--- src/rtl/oneshot_arb_pkg.sv ---
// Shared types and helpers for the one-shot pulse arbiter.
// Holds the FSM state type, the default pulse table and the priority pick function.
package oneshot_arb_pkg;

    typedef enum logic [1:0] {
        ST_IDLE,
        ST_ACTIVE,
        ST_GAP
    } arb_state_t;

    localparam int MAX_REQ = 32;

    localparam int unsigned DEFAULT_COUNTS [3] = '{4, 6, 8};

    // Isolates the lowest set bit, which is the highest-priority request.
    function automatic logic [MAX_REQ-1:0] lowest_onehot(input logic [MAX_REQ-1:0] v);
        return v & (~v + MAX_REQ'(1));
    endfunction

endpackage

--- src/rtl/oneshot_arbiter_trigger_edge_detect.sv ---
// Per-channel falling-edge detector for the active-low trigger nets.
// The history register resets high so releasing reset never looks like an edge.
module trigger_edge_detect
    import oneshot_arb_pkg::*;
#(
    parameter int NUM_REQ = 3
) (
    input  logic               clk,
    input  logic               rst,
    input  logic [NUM_REQ-1:0] trg_n,
    output logic [NUM_REQ-1:0] fall
);

    logic [NUM_REQ-1:0] trg_q;

    always_ff @(posedge clk or posedge rst) begin
        if (rst) begin
            trg_q <= '1;
        end else begin
            trg_q <= trg_n;
        end
    end

    assign fall = trg_q & ~trg_n;

endmodule

--- src/rtl/oneshot_arbiter.sv ---
// Shares one pulse down-counter among NUM_REQ trigger channels with fixed priority.
// Define ONESHOT_ARB_PREEMPT_EN to let a higher-priority request cut the current pulse short.
module oneshot_arbiter
    import oneshot_arb_pkg::*;
#(
    parameter int          NUM_REQ   = 3,
    parameter int          BIT_WIDTH = 16,
    parameter int unsigned COUNTS [NUM_REQ] = DEFAULT_COUNTS,
    parameter int unsigned GAP       = 1
) (
    input  logic               CLK,
    input  logic               RESET,
    input  logic [NUM_REQ-1:0] TRG_N,
    output logic               OUT,
    output logic [NUM_REQ-1:0] GRANT,
    output logic [NUM_REQ-1:0] PENDING,
    output logic               BUSY
);

    localparam logic [BIT_WIDTH-1:0] GAP_M1 = (GAP == 0) ? '0 : BIT_WIDTH'(GAP - 1);

    arb_state_t           state_q, state_d;
    logic [BIT_WIDTH-1:0] count_q, count_d, load_val;
    logic [BIT_WIDTH-1:0] count_m1 [NUM_REQ];
    logic [NUM_REQ-1:0]   fall, enabled, pick, clear, drop;
    logic [NUM_REQ-1:0]   pending_q, pending_d, grant_q, grant_d;
    logic                 preempt;

    trigger_edge_detect #(
        .NUM_REQ(NUM_REQ)
    ) u_edge (
        .clk  (CLK),
        .rst  (RESET),
        .trg_n(TRG_N),
        .fall (fall)
    );

    if (64'(GAP) >= (64'd1 << BIT_WIDTH)) begin : g_bad_gap
        $error("oneshot_arbiter: GAP does not fit in BIT_WIDTH");
    end

    for (genvar i = 0; i < NUM_REQ; i++) begin : g_chan
        if (64'(COUNTS[i]) >= (64'd1 << BIT_WIDTH)) begin : g_bad_count
            $error("oneshot_arbiter: COUNTS entry does not fit in BIT_WIDTH");
        end
        assign enabled[i]  = (COUNTS[i] != 0);
        assign count_m1[i] = BIT_WIDTH'(COUNTS[i] - 1);
    end

    assign pick = NUM_REQ'(lowest_onehot(MAX_REQ'(pending_q)));

    always_comb begin
        load_val = '0;
        for (int i = 0; i < NUM_REQ; i++) begin
            if (pick[i]) begin
                load_val = count_m1[i];
            end
        end
    end

`ifdef ONESHOT_ARB_PREEMPT_EN
    // Any pending bit below the owner's index outranks it; grant_q is one-hot in ACTIVE.
    assign preempt = |(pending_q & (grant_q - NUM_REQ'(1)));
`else
    assign preempt = 1'b0;
`endif

    always_comb begin
        state_d = state_q;
        count_d = count_q;
        grant_d = grant_q;
        clear   = '0;
        unique case (state_q)
            ST_IDLE: begin
                if (|pending_q) begin
                    state_d = ST_ACTIVE;
                    grant_d = pick;
                    count_d = load_val;
                    clear   = pick;
                end
            end
            ST_ACTIVE: begin
                if (preempt) begin
                    grant_d = pick;
                    count_d = load_val;
                    clear   = pick;
                end else if (count_q == '0) begin
                    grant_d = '0;
                    if (GAP != 0) begin
                        state_d = ST_GAP;
                        count_d = GAP_M1;
                    end else if (|pending_q) begin
                        // Back-to-back hand-over keeps OUT continuously high.
                        grant_d = pick;
                        count_d = load_val;
                        clear   = pick;
                    end else begin
                        state_d = ST_IDLE;
                    end
                end else begin
                    count_d = count_q - BIT_WIDTH'(1);
                end
            end
            ST_GAP: begin
                if (count_q == '0) begin
                    if (|pending_q) begin
                        state_d = ST_ACTIVE;
                        grant_d = pick;
                        count_d = load_val;
                        clear   = pick;
                    end else begin
                        state_d = ST_IDLE;
                    end
                end else begin
                    count_d = count_q - BIT_WIDTH'(1);
                end
            end
            default: begin
                state_d = ST_IDLE;
                grant_d = '0;
                count_d = '0;
            end
        endcase
    end

    // Falls on the incoming or current owner are ignored: pulses are not retriggerable.
    assign drop      = clear | ((state_q == ST_ACTIVE) ? grant_q : '0);
    assign pending_d = (pending_q & ~clear) | (fall & enabled & ~drop);

    always_ff @(posedge CLK or posedge RESET) begin
        if (RESET) begin
            state_q   <= ST_IDLE;
            count_q   <= '0;
            grant_q   <= '0;
            pending_q <= '0;
        end else begin
            state_q   <= state_d;
            count_q   <= count_d;
            grant_q   <= grant_d;
            pending_q <= pending_d;
        end
    end

    assign OUT     = (state_q == ST_ACTIVE);
    assign GRANT   = grant_q;
    assign PENDING = pending_q;
    assign BUSY    = (state_q != ST_IDLE);

endmodule
--- config.mk ---
export PLATFORM = sky130hd
export DESIGN_NAME = oneshot_arbiter
export DESIGN_NICKNAME = d
export VERILOG_FILES = /design/src/rtl/oneshot_arb_pkg.sv /design/src/rtl/oneshot_arbiter_trigger_edge_detect.sv /design/src/rtl/oneshot_arbiter.sv
export SDC_FILE = /design/constraint.sdc
export NUM_CORES = 1
export LEC_CHECK = 0
export ABC_CLOCK_PERIOD_IN_PS = 2800
export CAP_MARGIN = 5
export CORE_MARGIN = 2
export CORE_UTILIZATION = 30
export CTS_CLUSTER_DIAMETER = 40
export DETAILED_ROUTE_END_ITERATION = 10
export GPL_ROUTABILITY_DRIVEN = 0
export GPL_TIMING_DRIVEN = 1
export PLACE_DENSITY = 0.48
export SETUP_SLACK_MARGIN = 0.5
export SLEW_MARGIN = 20
export SYNTH_ARGS = -nofsm -noshare
export SYNTH_HDL_FRONTEND = slang
export SYNTH_SLANG_ARGS = --single-unit
export TNS_END_PERCENT = 50
--- constraint.sdc ---
create_clock -name CLK -period 2.8 [get_ports CLK]
set_input_delay 0.84 -clock CLK [delete_from_list [all_inputs] [get_ports CLK]]
set_output_delay 0.84 -clock CLK [all_outputs]
set_load 0.01 [all_outputs]
After elaboration in Yosys (flattened, before gate mapping):

Cells that the tools add are included.

* bits in registers: 27
* output and inout port bits: 8
* logic and storage cells: 48

* $add $sub $neg: 2
* equal/unequal tests: 5
* muxes and demuxes: 20
* bitwise gates (word level): 10
* reductions and logical operators: 6

Operator list (count)
* $mux 16: 5
* $pmux 16 s3: 1
* $mux 3: 6
* $logic_not 16->1: 1
* $sub 16x1->16 const B: 1
* $and 3x3->3: 4
* $not 3->3: 4
* $pmux 3 s3: 1
* $mux 2: 4
* $or 3x3->3: 2
* $pmux 2 s3: 1
* $pmux 3 s2: 1
* $ne 2x2->1 const B: 2
* $add 3x1->3 const B: 1
* $reduce_and 3->1: 1
* $reduce_or 3->1: 1
* $eq 2x1->1 const B: 1
* $eq 2x2->1 const B: 1
* $logic_not 2->1: 1
* $ne 2x1->1 const B: 1
* $reduce_and 2->1: 1
* $reduce_bool 2->1: 1
* $mux 1: 1

Longest topological paths before layout:

Gate-level depths: netlist (run 1).

* depth in word-level cells: 10
* gate-level depth with buffers: 8
* gate-level depth less buffers: 7

Modules after synthesis:

From an unflattened synthesis (run 1), not the netlist that was laid out.

* cells, all modules: 178
* area total of the unflattened synthesis: 1656.6 um^2

Modules (own cells, without submodules)
* oneshot_arbiter: times used 1, cells each 171, area an instance 1532.7 um^2, seq. area each 600.6 um^2
* trigger_edge_detect: times used 1, cells each 7, area an instance 123.9 um^2, seq. area each 78.8 um^2

Least setup slack after synthesis (run 1):

No wires, ideal clock.

* path type: register to register
* start point: reg count_q[0]
* end point: reg count_q[14]
* arrival: 1758 ps
* slack: 913 ps
* cell stages (with the launch flop): 8
* path buffers: 0
* cells stage by stage: dfrtp_1 -> inv_1 -> ha_1 -> nor4b_1 -> nand3_1 -> or3_1 -> xor2_1 -> o21ai_1

* word-level cells in the longest chain between the ends: 3
* elaborated cells on any way between the ends: 5
* those cells by class: 1 x add/sub; 3 x mux; 1 x reduce/logical

RTL lines
* start: declaration: RTL line oneshot_arbiter.sv:23 `logic [BIT_WIDTH-1:0] count_q, count_d, load_val;`
* start signal: assignment: RTL line oneshot_arbiter.sv:138 `count_q <= count_d;`
* $sub 16x1->16 or $logic_not 16->1 (tied branches)
* $mux 16 (on tied branches): RTL line oneshot_arbiter.sv:105, oneshot_arbiter.sv:87
* $pmux 16 s3 (*): RTL line oneshot_arbiter.sv:73 `unique case (state_q)`
* via count_d[14]: RTL line oneshot_arbiter.sv:23

The timed path passes the listed nets; every way through them passes the cells marked *.
A chain may end at the register's enable or synchronous reset.

Worst setup path after layout (run 1):

* start point: reg pending_q[0] (netlist: PENDING[0])
* end point: out PENDING[0]

RTL lines
* start: declaration: RTL line oneshot_arbiter.sv:26 `logic [NUM_REQ-1:0] pending_q, pending_d, grant_q, grant_d;`
* start signal: assignment: RTL line oneshot_arbiter.sv:140 `pending_q <= pending_d;`
* end: declaration: RTL line oneshot_arbiter.sv:16 `output logic [NUM_REQ-1:0] PENDING,`

No word-level cell between the ends.

==> results of run 1 <==
==> path summary, 6_finish.rpt <==
kind,start,endpoint,slack [ns]
setup / recovery,PENDING[0],PENDING[0],0.61
hold / removal,GRANT[2],GRANT[2],0.52
setup reg to reg,count_q[0],count_q[11],0.65
hold reg to reg,GRANT[2],GRANT[2],0.52
max in group asynchronous,RESET,count_q[4],1.35
min in group asynchronous,RESET,GRANT[1],0.86
==> cells in the mapped netlist, types with 2 or more instances <==
library cell / n / share of area, %
sky130_fd_sc_hd__a41oi_1: 2 / 1.1
sky130_fd_sc_hd__dfrtp_1: 24 / 38
sky130_fd_sc_hd__o21ai_1: 4 / 1.3
sky130_fd_sc_hd__and2_1: 2 / 0.78
sky130_fd_sc_hd__a21o_1: 3 / 1.4
sky130_fd_sc_hd__nor3_1: 2 / 0.63
sky130_fd_sc_hd__nor2_1: 18 / 4.2
sky130_fd_sc_hd__nand2b_1: 5 / 2.0
sky130_fd_sc_hd__or3_1: 3 / 1.2
sky130_fd_sc_hd__inv_1: 8 / 1.9
sky130_fd_sc_hd__o21bai_1: 2 / 0.94
sky130_fd_sc_hd__o31ai_1: 3 / 1.4
sky130_fd_sc_hd__o21ai_0: 2 / 0.63
sky130_fd_sc_hd__a211oi_1: 3 / 1.4
sky130_fd_sc_hd__ha_1: 2 / 1.6
sky130_fd_sc_hd__nand3_1: 9 / 2.8
sky130_fd_sc_hd__buf_2: 2 / 0.63
sky130_fd_sc_hd__a21oi_2: 2 / 1.1
sky130_fd_sc_hd__a31oi_1: 10 / 3.9
sky130_fd_sc_hd__o211ai_1: 2 / 0.94
sky130_fd_sc_hd__dfstp_2: 3 / 4.9
sky130_fd_sc_hd__buf_6: 2 / 1.4
sky130_fd_sc_hd__nand2_1: 10 / 2.4
sky130_fd_sc_hd__o21ai_2: 2 / 1.1
sky130_fd_sc_hd__a21oi_1: 3 / 0.94
sky130_fd_sc_hd__nand4b_1: 2 / 1.1
sky130_fd_sc_hd__nand3b_1: 2 / 0.94
==> logic make-up after synthesis <==
kind of cell | count (synthesis) | share of synthesized area [%]
AO/OA/AOI/OAI | 51 | 24.0
flip-flops | 27 | 42.6
multiplexers | 1 | 0.628
buffers and inverters | 13 | 4.16
AND/OR/NAND/NOR | 69 | 26.5
XOR/XNOR | 1 | 0.550
adder cells (fa/ha/maj) | 2 | 1.57
==> power by group through the flow <==
stage	Clock (mW)	Sequential, mW	Combinational [mW]
after floorplan	0	0.721	0.429
after global placement	0	0.752	0.614
after detailed placement	0	0.760	0.613
after CTS	0.237	0.752	0.622
after global routing	0.263	0.791	0.696
final	0.228	0.753	0.621
==> cells in the final DEF (no fill, tap or decap), types with 4 or more instances in the layout <==
| master | netlist | routed |
|---|---|---|
| sky130_fd_sc_hd__clkdlybuf4s50_1 | 0 | 10 |
| sky130_fd_sc_hd__nand3_1 | 9 | 9 |
| sky130_fd_sc_hd__nand2_1 | 10 | 10 |
| sky130_fd_sc_hd__nand2b_1 | 5 | 4 |
| sky130_fd_sc_hd__a31oi_1 | 10 | 10 |
| sky130_fd_sc_hd__buf_4 | 0 | 8 |
| sky130_fd_sc_hd__nor2_1 | 18 | 17 |
| sky130_fd_sc_hd__o21ai_1 | 4 | 4 |
| sky130_fd_sc_hd__dfrtp_1 | 24 | 22 |
| sky130_fd_sc_hd__inv_1 | 8 | 7 |
==> repair_timing <==
item / 4_1_cts / 5_1_grt
gates resized for setup: 6 / 2
endpoints found under the setup margin: 2 / 1
buffers inserted: 3 / 1
pin swaps: 0 / 0
==> routing by layer <==
layer,GRT usage [%],up-vias
met2,22.8,32
met3,2.24,9
met1,20.1,687
li1,-,654
met5,0,-
met4,5.64,0
==> final cells by class <==
cell class	instances	area share, %
Multi-Input combinational cell	124	45.7
Sequential cell	27	36.1
Timing Repair Buffer	20	9.60
Tap cell	70	4.63
Clock buffer	3	2.18
Inverter	8	1.59
Clock inverter	1	0.265
==> sequential cells by signal, summed over array words and instances, names as in the netlist <==
| register | count |
|---|---|
| GRANT | 3 |
| count_q | 16 |
| state_q | 2 |
| PENDING | 3 |
| u_edge.trg_q | 3 |
==> through the flow <==
step,std cells,hold WS [ns]
2_1_floorplan,164,0.474
3_3_place_gp,245,0.499
3_5_place_dp,245,0.500
4_1_cts,252,0.524
5_1_grt,253,0.576
6_report,253,0.523
==> results by group, run 1 <==
Min path
  • Count of cells along the worst hold path: 1
  • Class of the most critical hold timing path: flip-flop to flip-flop

Clock network
  • Count of clock tree sinks: 27
  • Number of hold buffers added after cts: 0
  • Clock-pin slew on the worst setup and hold paths: 0.10 ns
  • Maximum buffer depth of the clock tree: 2
  • Total number of H-tree levels: 1
  • Clock latency on the worst-skew pair: 0.28 ns
  • Clock root buffer: sky130_fd_sc_hd__clkbuf_8
  • CTS tree: done
  • Num CTS Buffers: 3

Worst setup path
  • Crit-path max cell delay: around 0.59 ns
  • Startpoint type of the worst setup path: flip-flop
  • Worst Reg2Reg Path Length in Cells: 7
  • Worst Setup End Kind: primary output
  • Cell with the largest stage delay on the worst path: sky130_fd_sc_hd__clkdlybuf4s50_1
  • Kind of cell adding the most delay to the critical path: buffers and inverters
  • Total buffers and inverters traversed by the critical path: 1
  • Arrival time of the worst setup path: 1.35 ns
  • Critical path depth: 1
  • CP Class: flip-flop to primary output
  • Max FO, Critical Path: 8
  • Data required time of the worst path: between 1.5 and 2 ns
  • Cells traversed along the worst timing path: clkdlybuf4s50_1

Pwr
  • Share of total power in combinational logic: between 30% and 40%
  • Net switching power of the design: 666 uW
  • Overall power after layout: 1.60 mW
  • Switching Fraction: 41.6%
  • Max rail drop VDD: 338 uV
  • Internal power: 936 uW
  • Sequential Power Share: 47.0%
  • Leakage component of the power: 0.787 nW
  • Power density over the cells: approximately 850 nW/um2
  • Proportion of power drawn by the clock network: between 10% and 20%

Global routing
  • Largest net degree at the start of global routing: 17
  • Sum of overflow across all layers after global routing: 0
  • Total routing usage reported by global routing: between 10% and 20%
  • Vias in the first global route: 1392
  • First-pass GRT wire length: 6910 um
  • Antenna violations before repair: 0

Synth
  • Count of state elements after synthesis: 27
  • Share of synthesized registers carrying an async set or reset: between 90% and 100%
  • Number of enable-type register cells in the synthesized netlist: 0
  • Count of cell types in the netlist: 59
  • Synth Cell Area: roughly 1600 um2
  • Most used flip-flop cell after synthesis: sky130_fd_sc_hd__dfrtp_1
  • Syn_area_per_cell: around 10 um2
  • Post-synthesis instance total: 164
  • Yosys synthesis warning count: 0
  • Seq/Total Area, Yosys: approximately 43%
  • Post-synth net total: 171

Final layout
  • Ant. Diodes: 0
  • Post-synthesis to final-layout area growth: 18.6%
  • Filler Cell Count: 525
  • Layout Nets: 191
  • Final standard cell utilization of the core: 37.0%
  • Multi-input combinational cell area: around 860 um2
  • Final cell area excluding filler cells: 1890 um2
  • Sequential cell area: approximately 680 um2
  • Ratio of cells with drive above 1 in the final layout: 18.6%

Place
  • Detailed Place HPWL: approximately 2900 um
  • Port buffer count: 12
  • Dpl cell area: 1800 um2
  • Worst setup slack after placement: 0.533 ns

STA
  • Final setup violation count: 0
  • PnR worst setup slack: 0.605 ns
  • Max Clk Rate: roughly 460 MHz
  • Min cycle time layout: roughly 2.2 ns
  • Maximum clock skew at final layout: 0.00543 ns
  • Pins over their slew limit: 0
  • Final worst path period share: 78.4%
  • Worst Tran Pin Value: 0.605 ns
  • Slew Limit Headroom: between 50 and 60%
  • RSZ-0062 raised after global routing: false
  • Number of hold violations in the final report: 0
  • Sum of negative setup slack: 0 ns

Detailed routing
  • Met2 Wirelength: 1890 um
  • Detailed Route WL: 3900 um
  • Final routed wire length divided by cell count: 15.4 um
  • Via density per instance: between 5 and 6
  • Via Count: between 1000 and 1500
  • DRT iter0 DRCs: 115
  • Number of iterations in the first detailed-routing pass: 4
  • Routed metal-1 wirelength: around 1800 um
  • Residual DRC: 0
  • Post-route antenna net violation count: 0
  • Met3 Routed Length: approximately 120 um
  • Topmost layer with routed signal wires: met4

Floorplanning
  • Die Area: 5910 um2
  • Core Region: 5110 um2
  • Vertical extent of the die: 76.9 um
  • Cell row count: 26
  • Starting Density: a little under a third
  • Top-Level Pins: 13
  • Die X: 76.9 um

Run status
  • Outcome: completed

Run
  • Maximum capacitance violations: 0
No activity file was read; power rests on OpenSTA's default activity.
==> inputs of run 2 (changes only) <==
--- a/config.mk
+++ b/config.mk
@@ -5,7 +5,7 @@
 export SDC_FILE = /design/constraint.sdc
 export NUM_CORES = 1
 export LEC_CHECK = 0
-export ABC_CLOCK_PERIOD_IN_PS = 2800
+export ABC_CLOCK_PERIOD_IN_PS = 1800
 export CAP_MARGIN = 5
 export CORE_MARGIN = 2
 export CORE_UTILIZATION = 30
@@ -13,7 +13,7 @@
 export DETAILED_ROUTE_END_ITERATION = 10
 export GPL_ROUTABILITY_DRIVEN = 0
 export GPL_TIMING_DRIVEN = 1
-export PLACE_DENSITY = 0.48
+export PLACE_DENSITY = 0.49
 export SETUP_SLACK_MARGIN = 0.5
 export SLEW_MARGIN = 20
 export SYNTH_ARGS = -nofsm -noshare
==> constraint.sdc (replaced) <==
create_clock -name CLK -period 1.8 [get_ports CLK]
set_input_delay 0.54 -clock CLK [delete_from_list [all_inputs] [get_ports CLK]]
set_output_delay 0.54 -clock CLK [all_outputs]
set_load 0.01 [all_outputs]
==> run 2 against run 1 <==
Compared with the run above: the flow now finishes with violations (negative setup slack); wire length is 19% higher; final cell count is 21% higher; flip-flop and latch count stayed put; utilization is 11 points higher; worst hold slack worse by 0.0093 ns; critical path depth is 7 higher; register-to-register slack worse by 0.66 ns; sequential power is 46% higher; design area is 30% higher; critical path type is now flip-flop to flip-flop; largest cell class unchanged; largest power group is now combinational cells.
==> results by group, run 2 (same netlist as run 1, synthesis figures left out) <==
Run status
  • Outcome: complete, but fails checks
  • Failing checks: negative setup slack

Run
  • Maximum capacitance violations: 0

Pwr
  • Overall power after layout: 3.20 mW
  • Share of total power in combinational logic: 54.5%
  • Switching Fraction: 40.0%
  • Leakage component of the power: 1.11 nW
  • Power density over the cells: 1300 nW/um2
  • Proportion of power drawn by the clock network: 11.3%
  • Sequential Power Share: between 30% and 40%
  • Max rail drop VDD: between 700 and 800 uV
  • Net switching power of the design: 1.28 mW
  • Internal power: 1.92 mW

Final layout
  • Final cell area excluding filler cells: approximately 2500 um2
  • Post-synthesis to final-layout area growth: 54.1%
  • Ratio of cells with drive above 1 in the final layout: 46.8%
  • Flip-flop count of the largest register after layout: 16
  • Ant. Diodes: 0
  • Register with the most flip-flops: count_q
  • Final standard cell utilization of the core: 48.1%
  • Leading cell types in the layout, fill and taps excluded: sky130_fd_sc_hd__buf_4 (52), sky130_fd_sc_hd__dfrtp_1 (24), sky130_fd_sc_hd__nor2_1 (15)
  • Layout Nets: 245
  • Most frequent standard cell in the layout excluding fill and tap cells: sky130_fd_sc_hd__buf_4

STA
  • Final setup violation count: 1
  • Worst Tran Pin Value: 0.368 ns
  • Maximum clock skew at final layout: 0.00210 ns
  • Max Clk Rate: 553 MHz
  • Pins over their slew limit: 0
  • Slew Limit Headroom: between 70% and 80%
  • Sum of negative setup slack: -0.00669 ns
  • Min cycle time layout: ~1.8 ns
  • Number of hold violations in the final report: 0
  • PnR worst setup slack: -0.00669 ns
  • RSZ-0062 raised after global routing: true
  • Final worst path period share: 100%

Global routing
  • First-pass GRT wire length: 7500 um
  • Antenna violations before repair: 0
  • Total routing usage reported by global routing: 15.8%
  • Sum of overflow across all layers after global routing: 0
  • Largest net degree at the start of global routing: 28
  • Vias in the first global route: 1581

Detailed routing
  • Post-route antenna net violation count: 0
  • Via density per instance: 5.10
  • Final routed wire length divided by cell count: 15.2 um
  • Residual DRC: 0
  • Via Count: 1565
  • Detailed Route WL: approximately 4700 um
  • DRT iter0 DRCs: 90
  • Number of iterations in the first detailed-routing pass: 4

Worst setup path
  • Data required time of the worst path: 2.01 ns
  • Cells traversed along the worst timing path: inv_2 > ha_4 > nor3b_4 > and4_4 > buf_6 > nand2_4 > a221o_1 > o21ai_1
  • Max FO, Critical Path: 4
  • Startpoint type of the worst setup path: flip-flop
  • CP Class: flip-flop to flip-flop
  • Crit-path max cell delay: 0.40 ns
  • Worst Setup End Kind: flip-flop
  • Arrival time of the worst setup path: just over 2 ns
  • Cell with the largest stage delay on the worst path: sky130_fd_sc_hd__dfrtp_1

Clock network
  • Clock-pin slew on the worst setup and hold paths: 0.10 ns
  • Number of hold buffers added after cts: 0
  • Count of clock tree sinks: 27
  • Total number of H-tree levels: 1
  • Clock root buffer: sky130_fd_sc_hd__clkbuf_8
  • Clock latency on the worst-skew pair: around 0.28 ns
  • Maximum buffer depth of the clock tree: 2
  • Num CTS Buffers: 3
  • CTS tree: done

Floorplanning
  • Die X: 76.9 um
  • Die Area: 5910 um2
  • Starting Density: 31.2%
  • Top-Level Pins: 13
  • Core Region: 5110 um2
  • Vertical extent of the die: around 77 um
  • Cell row count: 26

Place
  • Worst setup slack after placement: -0.0658 ns
  • Detailed Place HPWL: roughly 3300 um
  • Dpl cell area: between 2000 and 2500 um2
  • Port buffer count: 12

Min path
  • Class of the most critical hold timing path: flip-flop to flip-flop
[run 2: changes by cell type in the layout (fill, tap and decap cells not counted), sizes merged]
cell	change
clkdlybuf4s50	-6
dlymetal6s2s	-1
dlygate4sd2	-1
buf	+62
[run 2: path summary, 6_finish.rpt]
kind | startpoint | cells past startpoint | end | slack [ns]
worst max-delay path | count_q[0] | 8 | count_q[0] | -0.007
worst min-delay path | GRANT[2] | 1 | GRANT[2] | 0.51
worst max register to register | count_q[0] | 8 | count_q[0] | -0.007
worst min register to register | GRANT[2] | 1 | GRANT[2] | 0.51
max in group asynchronous | RESET | 3 | u_edge.trg_q[0] | 0.87
min in group asynchronous | RESET | 3 | GRANT[2] | 0.62
[run 2: stage by stage]
step           hold slack [ns]  instances
6_report                 0.513        307
5_1_grt                  0.542        307
4_1_cts                  0.525        301
3_5_place_dp             0.502        287
3_3_place_gp             0.498        287
2_1_floorplan            0.504        164
[run 2: cell type report]
type                    count  area (um2)
clock inverters             1        5.00
fillers                   513        2650
well taps                  70        87.6
flip-flops and latches     27         679
inverters                   8        32.5
clock buffers               3        41.3
multi-input cells         124         985
repair buffers             74         626
[run 2: worst max-delay path: cells and delay by family, from the launching register on]
| kind | cells | cell delay [ns] |
|---|---|---|
| adders and majority gates | 1 | 0.12 |
| buffers and inverters | 2 | 0.19 |
| and+or+nand+nor | 3 | 0.64 |
| AOI/OAI and AO/OA | 2 | 0.38 |
| DFF | 1 | 0.40 |
[run 2: timing repair]
item | CTS | global route
pin swaps | 8 | 7
endpoints found under the setup margin | 32 | 32
setup buffers | 10 | 6
gates resized for setup | 34 | 37
[run 2: power by group through the flow]
stage | clock (mW) | sequential, mW | combinational [mW]
6_report | 0.362 | 1.10 | 1.75
5_1_grt | 0.391 | 1.13 | 1.92
4_1_cts | 0.367 | 1.09 | 1.65
3_5_place_dp | 0 | 1.09 | 1.45
3_3_place_gp | 0 | 1.08 | 1.43
2_1_floorplan | 0 | 1.13 | 0.692
[run 2: per-layer routing]
metal	track usage [%]	routed length (um)
met5	0	0
met3	2.94	121
met4	2.73	90
met2	29.9	2450
met1	18.6	2000
==> inputs of run 3 (changes only) <==
--- a/config.mk
+++ b/config.mk
@@ -10,6 +10,7 @@
 export CORE_MARGIN = 2
 export CORE_UTILIZATION = 30
 export CTS_CLUSTER_DIAMETER = 40
+export CTS_CLUSTER_SIZE = 30
 export DETAILED_ROUTE_END_ITERATION = 10
 export GPL_ROUTABILITY_DRIVEN = 0
 export GPL_TIMING_DRIVEN = 1
==> results of run 3 <==
No change in the layout: final DEF, timing and power equal those of run 2.
==> variant 1, RTL diff (flow settings as in run 3) <==
Add a define of `ONESHOT_ARB_PREEMPT_EN`.
--- a/src/rtl/oneshot_arbiter.sv
+++ b/src/rtl/oneshot_arbiter.sv
@@ -1,5 +1,7 @@
 // Shares one pulse down-counter among NUM_REQ trigger channels with fixed priority.
 // Define ONESHOT_ARB_PREEMPT_EN to let a higher-priority request cut the current pulse short.
+`define ONESHOT_ARB_PREEMPT_EN
+
 module oneshot_arbiter
     import oneshot_arb_pkg::*;
 #(
Behaviour: not the same (Yosys sat finds a counterexample within 4 cycles, from zero or initial values and one cycle with RESET high).
==> variant 1 against run 3 <==
The run still ends with setup timing left. Wire length is 6.6% lower. Worst hold slack improved by 0.017 ns. Highest routed layer unchanged. Sequential cell count unchanged. Non-clock buffer count down 1. Setup slack got worse by 0.26 ns. Synthesized area down 2.3%. Final area shrank 1.5%.
Power is not compared: it rests on default switching activity, and its combinational part moved more than twofold at a synthesized area within 25%.
==> variant 1: results <==
group,metric,value,unit
worst_setup_path,max_stage_delay,0.50,ns
route,wl,4.351,mm
synth,synth_cell_types,42,
run_status,status,"complete, but fails checks",
layout,layout.cells.non_filler,314,
sta,slew_headroom,75.12,%
layout,layout-drive-gt1-share,47.95,%
worst_setup_path,worstPathMaxFanout,5,
placement,place_inst,298,
sta,tns,-4.336,ns
placement,dp_hpwl,2.963,mm
placement,place_area,0.002107,sq mm
grt,grt_usage,15.34,%
route,avgViaCountPerCell,4.965,
synth,yosys-mux-area-fraction,0,%
worst_setup_path,r2r_start,"count_q[1]",
placement,pre_cts_slack,-0.3752,ns
worst_setup_path,worst-endpoint-arrival,2.23,ns
synth,post_synth_main_area_contributors,"dfrtp_1, dfstp_2, a21oi_1, nand2_1, a31oi_1",
worst_setup_path,r2r_end,"count_q[11]",
grt,grt_pass1_vias,1591,
worst_setup_path,crit_slowest_cell,"or4b_4",
synth,synth-adder-area-share,1.606,%
synth,avgSynthCellArea,8.953,sq um
sta,setup_violations,24,
synth,synth_compound_area_share,21.61,%
run_status,violations,"setup timing",
sta,setup_slack,-0.2676,ns
-- variant 1: cell count changes in the layout (fill, tap and decap cells not counted), sizes merged, moves of 3 or more --
cell	before	now
nor2	19	11
nand2	11	20
or2b	0	5
or2	2	5
inv	8	12
a21oi	5	17
nand3	9	3
nor4	1	7
nor3	4	7
-- variant 1: timing repair --
| action | in CTS | in global routing |
|---|---|---|
| setup buffers | 7 | 4 |
| pin swaps | 21 | 12 |
| setup endpoints to repair | 32 | 32 |
| cloned | 1 | 0 |
| gates resized for setup | 71 | 16 |
-- variant 1: routing by layer --
layer	wire length (um)	share of wire [%]	global-route usage (%)	vias up
li1	-	-	-	765
met1	2043	47	20.84	757
met2	2154	50	25.71	31
met3	95	2.2	1.896	6
met4	57	1.3	4.545	0
met5	0	0	0	-
-- variant 1: logic make-up (layout without fill, tap and decap cells) --
kind of cell	count (synthesis)	in the layout
flops	27	27
fa+ha+maj	2	2
buf+inv	19	89
compound gates	53	53
xor+xnor	2	2
simple gates	71	71
-- variant 1: how the worst min path moves through the flow --
stage / to / startpoint / slack, ns / cells past startpoint
2_1_floorplan: count_q[15] / count_q[15] / 0.44 / 1
3_3_place_gp: count_q[0] / state_q[0] / 0.49 / 1
3_5_place_dp: count_q[10] / count_q[10] / 0.50 / 2
4_1_cts: count_q[10] / count_q[10] / 0.53 / 2
5_1_grt: count_q[10] / count_q[10] / 0.55 / 2
6_report: count_q[10] / count_q[10] / 0.53 / 2
-- variant 1: cell type report --
cell class | count | area (sq um) | share of cell area (%)
tap | 70 | 87.58 | 3.619
sequential | 27 | 679.4 | 28.08
inverter | 12 | 45.04 | 1.861
clock buffer | 4 | 45.04 | 1.861
multi-input combinational | 128 | 942.2 | 38.93
timing repair buffer | 73 | 620.6 | 25.65
==> variant 2, RTL diff (settings of run 3) <==
Made on the original files. Make the reset (`RESET` and `rst`) synchronous in 2 clocked blocks.
--- a/src/rtl/oneshot_arbiter_trigger_edge_detect.sv
+++ b/src/rtl/oneshot_arbiter_trigger_edge_detect.sv
@@ -13,7 +13,7 @@
 
     logic [NUM_REQ-1:0] trg_q;
 
-    always_ff @(posedge clk or posedge rst) begin
+    always_ff @(posedge clk) begin
         if (rst) begin
             trg_q <= '1;
         end else begin
--- a/src/rtl/oneshot_arbiter.sv
+++ b/src/rtl/oneshot_arbiter.sv
@@ -127,7 +127,7 @@
     assign drop      = clear | ((state_q == ST_ACTIVE) ? grant_q : '0);
     assign pending_d = (pending_q & ~clear) | (fall & enabled & ~drop);
 
-    always_ff @(posedge CLK or posedge RESET) begin
+    always_ff @(posedge CLK) begin
         if (RESET) begin
             state_q   <= ST_IDLE;
             count_q   <= '0;
Check against the original RTL: differs if RESET is asserted again (counterexample within 4 cycles, from zero or initial values and one cycle with RESET high); with RESET held inactive, the same outputs for 10 cycles.
==> variant 2 against run 3 <==
The flow still finishes with violations (setup timing). Global-route usage is 3.4 points higher. Sequential cell count stayed put. Setup slack worse by 0.36 ns. Final area is 7.8% lower. Critical endpoint is now count_q[2]. Critical path type unchanged. Highest routed layer unchanged. Wire length is 5.6% higher. Synthesized area is 6.4% lower.
Power is not compared: it rests on default switching activity, and its combinational part moved more than twofold at a synthesized area within 25%.
==> variant 2: results <==
group,metric,value,unit
worst_setup_path,worstPathMaxFanout,5,
route,wl_met2,2.556,mm
layout,largest_reg_flops,16,
sta,worst_slew_pin_slew,0.4539,ns
layout,nNetsFinal,248,
placement,pre_cts_slack,-0.3658,ns
grt,grt_pass1_vias,1660,
route,highest_layer,"met4",
grt,grt_usage,19.20,%
clock_network,cts-buffers-inserted,3,
synth,post_synth_main_area_contributors,"dfxtp_1, a21oi_1, nor2_1, nand2_1, clkbuf_1",
synth,ys_dominant_reg_cell,"dfxtp_1",
hold_path,hold_class,"flip-flop to flip-flop",
layout,fill_cells,506,
route,wire_per_inst,16.02,um
worst_setup_path,reg2regPathDepth,6,
route,route.met3.wl,249,um
layout,largest-register,"count_q",
placement,portBuffers,12,
layout,n_antenna_cell,0,
worst_setup_path,worst-endpoint-arrival,2.39,ns
synth,synthArstFlopShare,0,%
sta,tns,-6.644,ns
synth,yosysSeqAreaShare,36.24,%
placement,dp_hpwl,3.440,mm
route,drt_iter0_markers,86,
grt,grt_pass1_wl,8.121,mm
sta,skew,0.01050,ns
grt,grt_max_degree,17,
route,drt-met1-wl,2.042,mm
route,dr_total_vias,1651,
layout,layout-drive-gt1-share,40.83,%
run_status,violations,"setup timing",
power_and_ir_drop,p_leak,0.9114,nW
clock_network,clock_latency,0.29,ns
synth,synth_cell_types,48,
clock_network,clk_path_buf_depth,2,
synth,yosysWarnings,0,
synth,syn_nets,188,
clock_network,cts.clk_slew.worst_paths,0.11,ns
hold_path,hold_path_depth,2,
clock_network,cts-htree-levels,1,
run_status,status,"complete, but fails checks",
power_and_ir_drop,ir_worst_vdd,0.9015,mV
sta,setup_slack,-0.3618,ns
worst_setup_path,max_stage_delay,0.54,ns
sta,setup_violations,24,
worst_setup_path,crit_slowest_cell,"or4_4",
route,dr.pass1.iters,4,
synth,synthTopCellsByCount,"dfxtp_1, nor2_1, nand2_1, a21oi_1, clkbuf_1",
clock_network,cts_root_buf,"clkbuf_8",
==> variant 2: cell types whose count changed after synthesis, sizes merged, moves of 4 or more <==
cell | before | now
nor4 | 1 | 7
a21oi | 5 | 12
a31oi | 11 | 6
inv | 8 | 4
or4 | 1 | 5
clkbuf | 1 | 12
dfrtp | 24 | 0
nand2 | 11 | 15
dfxtp | 0 | 27
==> variant 2: per-layer routing <==
| metal | GRT usage (%) | vias to the layer above |
|---|---|---|
| met5 | 0 | - |
| li1 | - | 799 |
| met1 | 22.85 | 792 |
| met3 | 3.794 | 10 |
| met2 | 34.22 | 50 |
| met4 | 6.746 | 0 |
==> variant 2: where the power goes <==
| part | total, mW | switching (mW) | leakage (nW) | internal (mW) |
|---|---|---|---|---|
| registers | 0.952 | 0.146 | 0.225 | 0.805 |
| clock network | 0.373 | 0.215 | 0.0217 | 0.158 |
| logic | 3.71 | 1.86 | 0.664 | 1.85 |
==> variant 2: per-stage QoR <==
stage	hold slack (ns)	power (mW)	cell area (sq um)	cells
2_1_floorplan	0.4498	2.658	1498	181
3_3_place_gp	0.4760	3.951	2006	296
3_5_place_dp	0.4889	3.998	2006	296
4_1_cts	0.5139	4.753	2168	304
5_1_grt	0.5159	5.371	2265	307
6_report	0.4928	5.035	2265	307
==> variant 2: cell families (layout without fill, tap and decap cells) <==
logic type / count (synthesis) / in the layout / share of synthesized area, %
buf+inv: 18 / 77 / 5.536
simple gates: 79 / 79 / 29.95
flops: 27 / 27 / 36.24
mux: 1 / 1 / 0.7550
fa+ha+maj: 2 / 2 / 1.678
compound gates: 51 / 51 / 24.08
xor+xnor: 3 / 3 / 1.762
==> variant 2: cell type report <==
cell class / count / share of cell area [%]
Timing Repair Buffer: 69 / 25.58
Sequential cell: 27 / 24.81
Tap cell: 67 / 3.702
Clock buffer: 3 / 1.823
Inverter: 4 / 0.6630
Multi-Input combinational cell: 136 / 43.09
Clock inverter: 1 / 0.3315
==> variant 2: critical path: cells and delay by family (launching register included) <==
| family | cells | cell delay [ns] |
|---|---|---|
| simple gates | 2 | 1.01 |
| flops | 1 | 0.34 |
| fa+ha+maj | 1 | 0.12 |
| buf+inv | 1 | 0.07 |
| compound gates | 2 | 0.57 |
==> variant 2: final timing paths <==
kind                    from    endpoint
setup / recovery  count_q[0]  count_q[2]
hold reg to reg     GRANT[1]    GRANT[1]
hold / removal      GRANT[1]    GRANT[1]
setup reg to reg  count_q[0]  count_q[2]
==> variant 2: what timing repair did <==
action | 4_1_cts | 5_1_grt
buffers inserted | 3 | 3
endpoints found under the setup margin | 34 | 32
resized for setup | 51 | 19
pin swaps | 12 | 13
gates cloned | 1 | 0
